$ cat src/rtl/float_to_lin.sv
// Converts an 11-bit float word {sign, exp[3:0], mant[5:0]} into a 16-bit
// sign-magnitude linear value, shifting the mantissa left one bit per cycle.
module float_to_lin (
  input  logic        clk,
  input  logic        reset_n,
  input  logic        in_valid,
  output logic        in_ready,
  input  logic [10:0] dq0,
  output logic        out_valid,
  input  logic        out_ready,
  output logic [15:0] dq,
  output logic        fmt_err
);

  typedef enum logic [1:0] {
    IDLE  = 2'd0,
    SHIFT = 2'd1,
    DONE  = 2'd2
  } state_t;

  state_t      state_reg, state_next;
  logic [20:0] acc_reg, acc_next;
  logic [20:0] acc_shl;
  logic [3:0]  cnt_reg, cnt_next;
  logic        sign_reg, sign_next;
  logic        err_reg, err_next;
  logic [15:0] dq_reg, dq_next;
  logic        fmt_err_reg, fmt_err_next;

  logic        in_sign;
  logic [3:0]  in_exp;
  logic [5:0]  in_mant;
  logic        in_err;

  assign in_sign = dq0[10];
  assign in_exp  = dq0[9:6];
  assign in_mant = dq0[5:0];
  // A non-zero exponent with a clear leading mantissa bit is not normalized.
  assign in_err  = (in_exp != 4'd0) && !in_mant[5];

  // Accumulator shifted left by one; 21 bits hold 63 << 15 without loss.
  genvar gi;
  assign acc_shl[0] = 1'b0;
  generate
    for (gi = 1; gi < 21; gi++) begin : g_shl
      assign acc_shl[gi] = acc_reg[gi-1];
    end
  endgenerate

  always_ff @(posedge clk or negedge reset_n) begin
    if (!reset_n) begin
      state_reg   <= IDLE;
      acc_reg     <= '0;
      cnt_reg     <= '0;
      sign_reg    <= 1'b0;
      err_reg     <= 1'b0;
      dq_reg      <= '0;
      fmt_err_reg <= 1'b0;
    end else begin
      state_reg   <= state_next;
      acc_reg     <= acc_next;
      cnt_reg     <= cnt_next;
      sign_reg    <= sign_next;
      err_reg     <= err_next;
      dq_reg      <= dq_next;
      fmt_err_reg <= fmt_err_next;
    end
  end

  always_comb begin
    state_next   = state_reg;
    acc_next     = acc_reg;
    cnt_next     = cnt_reg;
    sign_next    = sign_reg;
    err_next     = err_reg;
    dq_next      = dq_reg;
    fmt_err_next = fmt_err_reg;
    case (state_reg)
      IDLE: begin
        if (in_valid) begin
          acc_next   = {15'd0, in_mant};
          cnt_next   = in_exp;
          sign_next  = in_sign;
          err_next   = in_err;
          state_next = SHIFT;
        end
      end
      SHIFT: begin
        if (cnt_reg != 4'd0) begin
          acc_next = acc_shl;
          cnt_next = cnt_reg - 4'd1;
        end else begin
          // The final >>6 is just the choice of output bit slice.
          dq_next      = {sign_reg, acc_reg[20:6]};
          fmt_err_next = err_reg;
          state_next   = DONE;
        end
      end
      DONE: begin
        if (out_ready) begin
          state_next = IDLE;
        end
      end
      default: begin
        state_next = IDLE;
      end
    endcase
  end

  assign in_ready  = (state_reg == IDLE);
  assign out_valid = (state_reg == DONE);
  assign dq        = dq_reg;
  assign fmt_err   = fmt_err_reg;

endmodule

$ cat config.mk
export PLATFORM = sky130hd
export DESIGN_NAME = float_to_lin
export DESIGN_NICKNAME = d
export VERILOG_FILES = /design/src/rtl/float_to_lin.sv
export SDC_FILE = /design/constraint.sdc
export NUM_CORES = 1
export LEC_CHECK = 0
export ABC_CLOCK_PERIOD_IN_PS = 1870
export CORE_MARGIN = 3
export CORE_UTILIZATION = 40
export CTS_CLUSTER_DIAMETER = 100
export DETAILED_ROUTE_END_ITERATION = 8
export GPL_TIMING_DRIVEN = 0
export PLACE_DENSITY_LB_ADDON = 0.25
export SLEW_MARGIN = 10
export SYNTH_ARGS = -nofsm -noshare
export SYNTH_HDL_FRONTEND = slang
export SYNTH_SLANG_ARGS = --single-unit
$ cat constraint.sdc
create_clock -name clk -period 1.87 [get_ports clk]
set_input_delay 0.4675 -clock clk [delete_from_list [all_inputs] [get_ports clk]]
set_output_delay 0.4675 -clock clk [all_outputs]
set_load 0.1 [all_outputs]
# Yosys cells after proc, flatten, opt, wreduce, memory -nomap -nowiden
# Cells that the tools add are included.
# Widths: inputs -> output; s select.
# word_totals
reg_bits	46
input_bits	15
out_inout_bits	19
wordCells	35
# op_classes
addsub	1
n_eq_ne	6
mux	10
bitwise	1
n_reduce_logical	10
# ops
operator	n
$mux 21	2
$pmux 21 s2	1
$mux 4	2
$pmux 4 s2	1
$reduce_bool 4->1	2
$mux 2	3
$ne 2x2->1 const B	3
$pmux 2 s3	1
$reduce_and 3->1	2
$reduce_and 2->1	2
$sub 4x1->4 const B	1
$eq 2x1->1 const B	1
$eq 2x2->1 const B	1
$logic_not 2->1	1
$ne 2x1->1 const B	1
$reduce_bool 2->1	1
$logic_and 1x1->1	1
$logic_not 1->1	1
$not 1->1	1

# Longest topological paths before layout
# Gate-level depths: netlist of run 1.
# logic_depth
ltp_word	3
depth_mapped	7

# Least setup slack after synthesis of run 1
# OpenSTA, ideal clock, no wires.
# synth_timing
path_type	register -> output
start	register state_reg[0]
end	output port out_valid
arrival_ns	1.901
required_time_ns	1.402
slack_ns	-0.499
stages_incl_launch_ff	3
n_path_buf	1
path_cell_list	dfrtp_1 buf_2 nor2b_1
# synth_via
elab_chain_cells	1
# synth_lines
item	line	text
start, declared	21	state_t state_reg, state_next;
start signal, assigned	60	state_reg <= state_next;
$eq 2x2->1	111	assign out_valid = (state_reg == DONE);
end, declared	9	output logic out_valid,
# Every way passes these cells.

# Final worst setup path of run 1
# layout_timing
start	register cnt_reg[0]
end	register acc_reg[5]
# layout_via
elab_chain_cells	3
# layout_lines
item	line	text
start, declared	24	logic [3:0] cnt_reg, cnt_next;
start signal, assigned	62	cnt_reg <= cnt_next;
$reduce_bool 4->1	89	if (cnt_reg != 4'd0) begin
$ne 2x2->1 (no line)	-	
$reduce_and 3->1 (no line)	-	
end signal, assigned	61	acc_reg <= acc_next;
end, declared	22	logic [20:0] acc_reg, acc_next;
# Every way passes these cells.
# A chain may end at the register's enable or synchronous reset.

==> flow_summary_export.csv, run 1 <==
group,metric,value,unit
cts,cts-buffers-inserted,5,
die,die_area,5951,um^2
sta,fin_crit,1.858,ns
drt,vias,1395,
drt,drt_iter0_drc,90,
placement,numPortBuffers,33,
layout,fin_nets,218,
layout,fin_area,2704,um^2
drt,drt_wl_total,4301,um
setup_path,end_kind,"register",
cts,cts_num_sinks,46,
synthesis,syn_inst,156,
synthesis,synth_area_leaders,"dfrtp_1 57%, mux2_2 16%, mux2i_1 4.4%, a21o_1 3.0%, nor4_1 2.8%",
cts,root_buffer,"clkbuf_8",
synthesis,yosys_warnings,0,
layout,largest_register_ffs,21,
setup_path,timing.rr.start,"cnt_reg[0]$_DFFE_PN0P_",
synthesis,synthAdderAreaFrac,0.6180,%
placement,place_worst_setup_slack,-0.4401,ns
synthesis,synth.distinct_cells,29,
placement,postPlaceCellArea,2459,um^2
drt,drc,0,
flow_run,drv_cap,0,
cts,h-tree-depth,2,
synthesis,muxShareOfSynthArea,20.02,%
layout,diodes,0,
sta,min_period_over_period,99.34,%
synthesis,ys_ff_latch,46,
cts,postCtsHoldBufs,0,
global_routing,grtUsageMet2,23.06,%
die,core_area,4817,um^2
die,ioPinCount,34,
drt,ant_nets,0,
die,die_w,77.14,um
setup_path,required,2.05,ns
synthesis,synth_xor_area_share,0,%
sta,rsz0062_at_grt,"true",
global_routing,met3_usage,3.521,%
cts,insertion_delay,0.29,ns
sta,holdWs,0.1095,ns
setup_path,worstRegToRegCells,6,
synthesis,post-synth-top-area-cell,"dfrtp_1",
min_path,min-delay-path-class,"primary input to asynchronous set/reset pin",
synthesis,yosysSeqAreaShare,56.86,%
setup_path,path_max_fanout,8,
setup_path,cp-start-kind,"register",
global_routing,antenna_found_initial,0,
sta,report.final.slew_viol_count,0,
cts,cts_tree,"done",
pwr,max-vdd-ir-drop,897.6,uV
layout,multiInputGateArea,800.8,um^2
sta,fin_skew,0.003031,ns
synthesis,synth_area,2024,um^2
placement,gp_congestion,0.8412,
synthesis,yosysTopAreaCellShare,56.86,%
die,dieHeight,77.14,um
synthesis,synth_top_family_by_area,"multiplexers",
placement,post-dp-hpwl,2841,um
layout,area_growth,33.56,%
pwr,leakage,1.325,nW
synthesis,synth_compound_area_share,7.169,%
synthesis,synth-simple-area-share,9.889,%
global_routing,use_met1,19.61,%
pwr,p_per_area,1773,nW/um^2
sta,fin_ws,0.01230,ns
synthesis,syn-num-nets,172,
drt,avgRoutedWirePerCell,15.93,um
setup_path,cp.arrival,2.04,ns
global_routing,overflow,0,
sta,tightest_slew,0.5474,ns
synthesis,syn_avg_cell_area,12.98,um^2
run_status,status,"completed",
setup_path,critPathKind,"register to register",
setup_path,r2r_slack,0.01,ns
cts,clockBufferDepth,2,
layout,n_fill_cell,422,
drt,vias_per_cell,5.167,
sta,hold_violations,0,
sta,finalSetupViolCount,0,
global_routing,busiest_layer,"met2",
die,rows,25,
cts,clk_pin_slew_worst_paths,0.08,ns
die,initial_utilization,42.03,%
layout,seq_area,1151,um^2
sta,fmax,0.5383,GHz
sta,relSlewSlack,63.68,%
global_routing,grt_max_degree,29,
global_routing,gr-usage-all-layers,14.66,%
layout,layout-drive-gt1-share,38.92,%
setup_path,rr_endpoint,"acc_reg[5]$_DFFE_PN0P_",
global_routing,grt_pass1_wl,6969,um
global_routing,grt_pass1_vias,1454,
drt,drt_pass1_iterations,4,
==> worst max-delay path, stage by stage, from the launching register on <==
cell and delay (ns):
dfrtp_1 0.42, inv_2 0.06, ha_4 0.16, nor4bb_2 0.18, or3_4 0.47, inv_8 0.12
mux2_2 0.34
==> cells by family after synthesis <==
group	after synthesis
compound gates	19
fa+ha+maj	1
buf+inv	22
flops	46
mux	37
simple gates	31
==> Yosys cell counts <==
library cell	n
nor4b_4	1
a21o_1	8
clkbuf_1	4
o31ai_1	2
nor2b_1	1
nor4_1	9
nor2b_4	1
nand2_1	10
nor4b_1	1
nand3b_1	2
ha_1	1
a211o_1	1
buf_2	1
a2bb2oi_1	2
o21ai_0	2
buf_6	3
mux2i_1	9
buf_4	1
nor4bb_1	1
o22ai_1	1
dfrtp_1	46
nor2_1	2
inv_2	1
inv_1	12
or3b_2	1
or3_1	2
mux2_2	28
a32o_1	1
a2111oi_0	2
==> placed cells by master (no fill, tap or decap), types with 2 or more instances in the layout <==
cell type        instances
a21o_1                   8
a2bb2oi_1                2
buf_12                   2
buf_2                    2
buf_4                    5
buf_6                    3
clkbuf_1                 3
clkbuf_16                2
clkbuf_8                 6
clkdlybuf4s15_2         17
clkdlybuf4s50_1         13
dfrtp_1                 46
inv_1                   11
mux2_2                  27
mux2i_1                  8
nand2_1                 10
nand3b_1                 2
nor4_1                   9
o21ai_0                  2
o31ai_1                  2
==> worst max-delay path by stage <==
stage | startpoint | endpoint | slack [ns]
after CTS | cnt_reg[0]$_DFFE_PN0P_ | cnt_reg[0]$_DFFE_PN0P_ | 0.009
after detailed placement | state_reg[0]$_DFFE_PN0P_ | out_valid | -0.44
after global placement | reset_n | dq[4]$_DFFE_PN0P_ | -0.88
after global routing | cnt_reg[0]$_DFFE_PN0P_ | cnt_reg[3]$_DFFE_PN0P_ | -0.08
after floorplan | state_reg[0]$_DFFE_PN0P_ | out_valid | 0.04
final | cnt_reg[0]$_DFFE_PN0P_ | acc_reg[5]$_DFFE_PN0P_ | 0.01
==> metal layers <==
layer  routed length (um)  share of wire (%)
met5                    0                  0
met4                   89                2.1
met3                  175                4.1
met2                 2078                 48
met1                 1958                 46
==> area by class of cell <==
cell class / instances / area share [%]
clock inverters: 1 / 0.1851
repair buffers: 39 / 16.06
well taps: 67 / 3.100
multi-input cells: 88 / 29.62
clock buffers: 7 / 3.193
inverters: 13 / 2.082
plain buffers: 9 / 3.193
flip-flops and latches: 46 / 42.57
==> timing repair <==
| action | in CTS | in global routing |
|---|---|---|
| buffers inserted | 2 | 1 |
| pin swaps | 1 | 2 |
| endpoints found under the setup margin | 47 | 18 |
| cloned | 0 | 2 |
| resized for setup | 69 | 14 |
| hold endpoints to repair | 0 | 0 |
==> report_power, final <==
part           internal (mW)  switching (mW)  total [mW]
Combinational          0.970            1.61        2.58
Clock                  0.299           0.323       0.622
Sequential              1.36           0.236        1.59
Total                   2.63            2.17        4.79
==> through the flow <==
step / power [mW] / utilization (%) / setup TNS, ns / cells
floorplan: 3.388 / - / 0 / 156
global placement: 3.880 / 50.73 / -49.20 / 256
detailed placement: 3.946 / 51.04 / -9.505 / 257
CTS: 4.578 / 53.90 / 0 / 267
global route: 5.053 / 56.13 / -0.1667 / 270
finish: 4.794 / 56.13 / 0 / 270
(Power assumes the default switching activity.)
==> run 2: changes to the inputs <==
- CORE_MARGIN: 3 -> 2
==> flow_summary_export.csv, run 2 (synthesized netlist as in run 1, its figures left out) <==
group,metric,value,unit
sta,relSlewSlack,61.39,%
die,die_area,5646,um^2
sta,hold_violations,0,
setup_path,rr_endpoint,"cnt_reg[0]$_DFFE_PN0P_",
cts,cts-buffers-inserted,5,
setup_path,critical_path_buf_inv_count,2,
drt,drt_wl_total,3984,um
placement,dp.cells,257,
setup_path,required,2.06,ns
sta,min_period_over_period,96.69,%
setup_path,r2r_slack,0.06,ns
pwr,leakage,1.311,nW
setup_path,worstRegToRegCells,6,
layout,final_common_cell,"dfrtp_1",
sta,report.final.slew_viol_count,0,
cts,clockBufferDepth,2,
global_routing,busiest_layer,"met2",
layout,fin_cells,267,
layout,area_growth,30.78,%
drt,ant_nets,0,
global_routing,use_met1,20.95,%
die,initial_utilization,42.03,%
drt,drc,0,
placement,post-dp-hpwl,2840,um
sta,tightest_slew,0.5792,ns
drt,vias_per_cell,5.079,
cts,insertion_delay,0.30,ns
global_routing,grt_pass1_wl,6734,um
layout,final_cell_mix,"46 x dfrtp_1, 28 x mux2_2, 17 x clkdlybuf4s15_2, 13 x clkdlybuf4s50_1, 12 x inv_1",
pwr,finalPower,4.630,mW
cts,cts_num_sinks,46,
sta,fin_skew,0.004885,ns
run_status,status,"completed",
global_routing,grtUsageMet2,26.22,%
drt,drt_pass1_iterations,4,
setup_path,crit_slowest_cell,"or3_4",
setup_path,cpLargestDelayFamily,"simple AND/OR/NAND/NOR gates",
global_routing,met3_usage,4.953,%
setup_path,cp.arrival,2.00,ns
pwr,p_per_area,1749,nW/um^2
die,die_w,75.14,um
die,ioPinCount,34,
setup_path,timing.rr.start,"cnt_reg[0]$_DFFE_PN0P_",
global_routing,grt_pass1_vias,1368,
min_path,min-delay-path-class,"primary input to asynchronous set/reset pin",
layout,fin_nets,215,
cts,h-tree-depth,2,
global_routing,antenna_found_initial,0,
setup_path,crit_path_max_incr_delay,0.44,ns
setup_path,path_max_fanout,10,
drt,drt_iter0_drc,47,
die,core_area,4817,um^2
setup_path,cp-start-kind,"register",
global_routing,grt_max_degree,25,
cts,root_buffer,"clkbuf_8",
global_routing,overflow,0,
layout,diodes,0,
sta,finalSetupViolCount,0,
sta,fin_crit,1.808,ns
placement,numPortBuffers,33,
die,dieHeight,75.14,um
setup_path,end_kind,"register",
sta,rsz0062_at_grt,"false",
setup_path,critPathKind,"register to register",
pwr,max-vdd-ir-drop,812.4,uV
drt,vias,1356,
die,rows,25,
layout,n_fill_cell,444,
setup_path,crit_chain,"inv_1 -> ha_2 -> nor4bb_4 -> or3_4 -> buf_8 -> a211o_1",
global_routing,gr-usage-all-layers,16.38,%
layout,largest_register_ffs,21,
sta,fmax,0.5530,GHz
flow_run,drv_cap,0,
layout,layout-drive-gt1-share,37.00,%
cts,clk_pin_slew_worst_paths,0.08,ns
placement,gp_congestion,0.8349,
cts,cts_tree,"done",
drt,avgRoutedWirePerCell,14.92,um
[run 2: worst max-delay path by stage]
| stage | to | startpoint | cells past startpoint |
|---|---|---|---|
| floorplan | out_valid | state_reg[0]$_DFFE_PN0P_ | 2 |
| global placement | dq[4]$_DFFE_PN0P_ | reset_n | 1 |
| detailed placement | out_valid | state_reg[0]$_DFFE_PN0P_ | 3 |
| CTS | acc_reg[10]$_DFFE_PN0P_ | cnt_reg[0]$_DFFE_PN0P_ | 7 |
| global route | in_ready | state_reg[0]$_DFFE_PN0P_ | 3 |
| finish | cnt_reg[0]$_DFFE_PN0P_ | cnt_reg[0]$_DFFE_PN0P_ | 6 |
[run 2: worst reg2reg max path, delay by kind of cell, from the launching register on]
kind            cells  cell delay (ns)
compound gates      1             0.28
fa+ha+maj           1             0.19
buf+inv             2             0.22
flops               1             0.40
simple gates        2             0.60
[run 2: power breakdown]
group / total (mW) / switching [mW] / internal [mW]
combinational: 2.41 / 1.54 / 0.873
clock: 0.616 / 0.318 / 0.298
sequential: 1.60 / 0.241 / 1.36
[run 2: cell type report]
cell class	instances	area (um^2)	area share, %
multi-input cells	88	790.8	29.87
repair buffers	36	387.9	14.65
inverters	13	56.30	2.127
well taps	67	83.83	3.166
clock inverters	1	5.005	0.1890
flip-flops and latches	46	1151	43.48
clock buffers	7	86.33	3.261
plain buffers	9	86.33	3.261
[run 2: through the flow]
step	setup TNS, ns	util, %	setup slack [ns]	area (um^2)	hold slack [ns]
2_1_floorplan	0	-	0.04202	2029	0.1719
3_3_place_gp	-49.64	50.73	-0.8882	2444	0.4584
3_5_place_dp	-9.396	51.19	-0.4416	2466	0.4656
4_1_cts	0	53.95	0.005338	2599	0.1719
5_1_grt	0	54.96	0.01591	2648	0.1915
6_report	0	54.96	0.06181	2648	0.1640
[run 2: what timing repair did]
item,in CTS,in global routing
endpoints found under the hold margin,0,0
pin swaps,1,1
hold buffers,0,0
endpoints found under the setup margin,54,25
buffers inserted,1,1
resized for setup,69,10
[run 2: per-layer routing]
metal | wire length [um] | up-vias
li1 | - | 642
met4 | 61 | 0
met5 | 0 | -
met1 | 1864 | 683
met2 | 1890 | 24
met3 | 167 | 7
==> run 3: changes to the inputs <==
- CTS_CLUSTER_SIZE: default -> 40
==> results of run 3 <==
No change in the layout: final DEF, timing and power equal those of run 2.
